===== src/rtl/fetch_unit_pkg.sv =====
// Shared widths and state encoding for the instruction fetch unit.
package Definitions;

    localparam int unsigned PC_WIDTH        = 10;
    localparam int unsigned LUT_DEPTH       = 16;
    localparam int unsigned LUT_INDEX_WIDTH = $clog2(LUT_DEPTH);
    localparam int unsigned LUT_DATA_WIDTH  = 8;

    typedef enum logic [1:0] {
        IDLE,
        RUN,
        HALT
    } fetch_state_t;

endpackage


===== src/rtl/fetch_unit_branch_lut.sv =====
// Branch target table: combinational read, synchronous half-entry writes, synchronous clear.
module branch_lut
    import Definitions::*;
(
    input  logic                       clk,
    input  logic                       reset_n,
    input  logic                       wr_en,
    input  logic                       load_hi,
    input  logic [LUT_INDEX_WIDTH-1:0] wr_index,
    input  logic [LUT_DATA_WIDTH-1:0]  wr_data,
    input  logic [LUT_INDEX_WIDTH-1:0] rd_index,
    output logic [PC_WIDTH-1:0]        rd_data
);

    logic [PC_WIDTH-1:0] entries [LUT_DEPTH];

    always_ff @(posedge clk) begin
        if (!reset_n) begin
            entries <= '{default: '0};
        end else if (wr_en) begin
            // Only the addressed half changes; upper data bits are dropped on a high write.
            if (load_hi)
                entries[wr_index][PC_WIDTH-1:LUT_DATA_WIDTH] <= wr_data[PC_WIDTH-LUT_DATA_WIDTH-1:0];
            else
                entries[wr_index][LUT_DATA_WIDTH-1:0] <= wr_data;
        end
    end

    assign rd_data = entries[rd_index];

endmodule


===== src/rtl/fetch_unit.sv =====
// Program counter sequencer with a 16-entry branch target table.
// Optional taken-branch counter enabled by `define FETCH_BRANCH_COUNT_EN.
module fetch_unit
    import Definitions::*;
(
    input  logic                       Clk,
    input  logic                       Reset_n,
    input  logic                       Start,
    input  logic                       PC_Jmp_Flag,
    input  logic                       PC_Beq_Flag,
    input  logic                       LUT_Read_En,
    input  logic                       LUT_Write_En,
    input  logic                       LUT_Load_Hi,
    input  logic [LUT_INDEX_WIDTH-1:0] LUT_Index,
    input  logic [LUT_DATA_WIDTH-1:0]  LUT_Data,
    input  logic                       Ack,
    output logic [PC_WIDTH-1:0]        PC,
    output logic                       Fetch_Valid,
    output logic                       Done
`ifdef FETCH_BRANCH_COUNT_EN
    ,
    output logic [15:0]                Branch_Count
`endif
);

    fetch_state_t        state, state_next;
    logic [PC_WIDTH-1:0] pc_next;
    logic [PC_WIDTH-1:0] target;
    logic                branch_taken;
    logic                enter_run;

    // Branches resolve regardless of the lookup-enable strobe, so it carries no function here.
    logic unused_read_en;
    assign unused_read_en = LUT_Read_En;

    branch_lut u_branch_lut (
        .clk      (Clk),
        .reset_n  (Reset_n),
        .wr_en    (LUT_Write_En),
        .load_hi  (LUT_Load_Hi),
        .wr_index (LUT_Index),
        .wr_data  (LUT_Data),
        .rd_index (LUT_Index),
        .rd_data  (target)
    );

    always_comb begin
        state_next   = state;
        pc_next      = PC;
        branch_taken = 1'b0;
        enter_run    = 1'b0;
        case (state)
            IDLE, HALT: begin
                if (Start) begin
                    state_next = RUN;
                    pc_next    = '0;
                    enter_run  = 1'b1;
                end
            end
            RUN: begin
                if (Ack) begin
                    state_next = HALT;
                end else if (PC_Jmp_Flag || PC_Beq_Flag) begin
                    pc_next      = target;
                    branch_taken = 1'b1;
                end else begin
                    pc_next = PC + PC_WIDTH'(1);
                end
            end
            default: state_next = IDLE;
        endcase
    end

    always_ff @(posedge Clk) begin
        if (!Reset_n) begin
            state <= IDLE;
            PC    <= '0;
        end else begin
            state <= state_next;
            PC    <= pc_next;
        end
    end

    assign Fetch_Valid = (state == RUN);
    assign Done        = (state == HALT);

`ifdef FETCH_BRANCH_COUNT_EN
    always_ff @(posedge Clk) begin
        if (!Reset_n || enter_run)
            Branch_Count <= '0;
        else if (branch_taken && (Branch_Count != '1))
            Branch_Count <= Branch_Count + 16'd1;
    end
`else
    logic unused_branch;
    assign unused_branch = branch_taken ^ enter_run;
`endif

endmodule


===== config.mk =====
export PLATFORM = sky130hd
export DESIGN_NAME = fetch_unit
export DESIGN_NICKNAME = d
export VERILOG_FILES = /design/src/rtl/fetch_unit_pkg.sv /design/src/rtl/fetch_unit_branch_lut.sv /design/src/rtl/fetch_unit.sv
export SDC_FILE = /design/constraint.sdc
export NUM_CORES = 1
export LEC_CHECK = 0
export CAP_MARGIN = 20
export CORE_MARGIN = 4
export CORE_UTILIZATION = 60
export DETAILED_ROUTE_END_ITERATION = 8
export GPL_TIMING_DRIVEN = 0
export HOLD_SLACK_MARGIN = 0.15
export PLACE_DENSITY = 0.79
export SLEW_MARGIN = 20
export SYNTH_ARGS = -nofsm -noshare
export SYNTH_HDL_FRONTEND = slang
export SYNTH_HIERARCHICAL = 1
export SYNTH_SLANG_ARGS = --single-unit

===== constraint.sdc =====
create_clock -name Clk -period 2.3 [get_ports Clk]
set_clock_uncertainty 0.1 [all_clocks]
set_input_delay 0.46 -clock Clk [delete_from_list [all_inputs] [get_ports Clk]]
set_output_delay 0.46 -clock Clk [all_outputs]
set_load 0.02 [all_outputs]

==> out/metrics.cfg <==
[outcome]
status=completed

[run]
drv_cap=0

[synthesis]
ys_seq_area_frac=0.402
syn_nets=968
syn_area_per_cell_um2=9.06
syn_area_um2=8570
ys_seq_elements=172
yosys_warnings=6
synth_cells=946
yosys.cell_types.count=43

[sta]
max_slew_margin=0.496
drv_slew=0
fin_crit_sh=0.988
rsz0062_at_grt=yes
finalSetupViolations=0
clock.fmax_mhz=440
max_slew.worst_pin.slew_ns=0.756
fin_crit_ns=2.27
hold_viol=0

[pwr]
p_sw_frac=0.256
clkPwrFrac=0.435
total_power_uw=6410
p_leak_uw=0.00313
seqPwrFrac=0.470
pwr-share-comb=0.094
internal-power_uw=4770
max-vdd-ir-drop_v=0.000514
p_sw_uw=1640
power_per_cell_area_nw_per_um2=666

[die]
top_level_ports=33
initial_utilization=0.615
die_h_um=128
die-area_um2=16300
die_w_um=128
core_area_um2=13900
rows=43

[clock_network]
worstSkewPairLatency_ns=0.43
cts.reportedPaths.clkPinSlew_ns=0.06
numCtsBuffers=17
cts_sinks=172
post_cts_buffers=0
hold_buffers=0
cts_buffer_depth=2
htreeDepth=4
clk_root_buffer_cell=clkbuf_16
cts_tree=built

[detailed_routing]
drc_errors=0
drtPass1Iterations=7
postRouteAntennaNets=0
wl_um=27500
vias_per_cell=6.86
vias=8124
detail_route.wl_per_cell_um=23.2
first_iter_violations=1148

[grt]
groute.usage.overall=0.341
grt_start_max_net_pins=17
grt_pass1_wl_um=43000
grt-ovfl-total=0
antenna_found_initial=1
grt_pass1_vias=7835

[placed_design]
placed_area_um2=9050
port_buffers=25
dp_hpwl_um=19100
gp_congestion=0.942

[layout]
final_cell_mix=dfxtp_1, o21ai_0, nand3_1
post-route-util=0.691
fin_area_um2=9630
drive_gt1_frac=0.126
multi_input_area_um2=4600
regArea_um2=3440
layout_commonest_cell=dfxtp_1
finalNetCount=1012
area_growth_pct=12.4
fill_cells=1105

[min_path]
min_path_type=input pin to flip-flop

[setup_path]
cp_max_fo=10
critical_path_required_ns=2.56
arrival_ns=2.54
cpMaxStageDelayCell=clkdlybuf4s50_1
path_cells=clkdlybuf4s50_1 -> and2_1 -> clkbuf_1 -> a22oi_1 -> nand2_1 -> o21ai_0 -> or3_1 -> a21oi_1
critPathKind=input pin to flip-flop
max_stage_delay_ns=0.70
crit_path_end_kind=flip-flop
start_kind=input pin

[routing by layer]
metal / track usage / vias to the layer above / wire, um
li1: - / 3601 / -
met1: 0.437 / 3869 / 10400
met2: 0.540 / 530 / 12500
met3: 0.0711 / 124 / 3060
met4: 0.191 / 0 / 1530
met5: 0 / - / 0
[power by group through the flow]
stage               Combinational (uW)  Clock (uW)  Sequential, uW
floorplan                          367           0            3080
global placement                   577           0            3080
detailed placement                 582           0            3080
finish                             606        2790            3020
global route                       636        2910            3020
CTS                                588        2800            3010
[worst paths after layout]
check / depth (start not counted) / from / to / slack [ns]
max: 8 / LUT_Index[2] / PC[0]$_SDFFE_PN0P_ / 0.03
min: 3 / LUT_Data[5] / u_branch_lut/entries[155]$_SDFFE_PN0P_ / 0.33
max reg2reg: 6 / u_branch_lut/entries[122]$_SDFFE_PN0P_ / PC[2]$_SDFFE_PN0P_ / 0.41
min reg2reg: 2 / u_branch_lut/entries[139]$_SDFFE_PN0P_ / u_branch_lut/entries[139]$_SDFFE_PN0P_ / 0.38
[sequential cells by signal (all words and copies together) (netlist names)]
register / count
u_branch_lut/entries: 160
PC: 10
state: 2
[final cells by class]
class | instances | share of cell area
antenna | 1 | 0.000260
multi-input combinational | 655 | 0.478
tap | 180 | 0.0234
clock inverter | 9 | 0.00910
clock buffer | 23 | 0.0496
timing repair buffer | 25 | 0.0255
inverter | 4 | 0.00156
sequential | 172 | 0.358
buffer | 115 | 0.0552
[synth_stat cells]
library cell | n | area, um2
or3b_1 | 4 | 35.0
clkbuf_1 | 68 | 255
and4_1 | 1 | 8.76
and2_0 | 1 | 6.26
nand3_1 | 157 | 786
buf_4 | 8 | 60.1
nor2_1 | 11 | 41.3
nor2b_1 | 5 | 31.3
mux4_2 | 40 | 901
ha_1 | 1 | 12.5
and3_1 | 3 | 18.8
and2b_1 | 1 | 7.51
or2_2 | 2 | 12.5
nor3b_1 | 2 | 15.0
nor3_4 | 1 | 16.3
a21boi_1 | 94 | 706
nand3b_1 | 3 | 22.5
nand2_1 | 17 | 63.8
a21oi_1 | 6 | 30.0
nand4b_1 | 2 | 17.5
mux2i_1 | 1 | 10.0
nor3b_4 | 1 | 18.8
and3b_1 | 3 | 26.3
dfxtp_1 | 172 | 3440
nand4_1 | 10 | 62.6
o21ai_0 | 171 | 856
and2_4 | 1 | 8.76
and2_1 | 2 | 12.5
nor3b_2 | 2 | 25.0
inv_1 | 4 | 15.0
buf_1 | 2 | 7.51
nand2b_1 | 3 | 18.8
buf_6 | 1 | 11.3
a22oi_1 | 24 | 180
nor3_1 | 4 | 20.0
o2bb2ai_1 | 7 | 61.3
or3_1 | 2 | 12.5
and4b_1 | 2 | 20.0
buf_2 | 36 | 180
nand4bb_1 | 1 | 11.3
nor4_1 | 3 | 18.8
a21boi_0 | 66 | 495
a311oi_1 | 1 | 8.76
[cell families (layout without fill, tap and decap cells)]
group	after synthesis	count (layout)	synth area share
AO/OA/AOI/OAI	369	369	0.273
adder cells (fa/ha/maj)	1	1	0.00146
buffers and inverters	119	176	0.0618
flip-flops	172	172	0.402
multiplexers	41	41	0.106
other	0	1	0
AND/OR/NAND/NOR	244	244	0.156
[critical path: cells and delay by family]
kind | cells | cell delay (ns)
compound gates | 3 | 0.35
simple gates | 3 | 0.63
buf+inv | 2 | 1.08
[what timing repair did]
action,in CTS,in global routing
resized for setup,13,3
pin swaps,0,0
setup endpoints to repair,11,6
gates cloned,0,0
[metrics by stage]
stage	setup TNS, ns	setup slack [ns]	instances	hold slack (ns)
final	0	0.0269	1184	0.331
after global routing	-0.0915	-0.0915	1184	0.348
after CTS	0	0.0102	1183	0.313
after detailed placement	-38.75	-0.843	1151	0.363
after global placement	-35.89	-0.837	1151	0.358
after floorplan	0	0.264	946	0.349
Note: power is estimated with default switching activity, not from simulation.
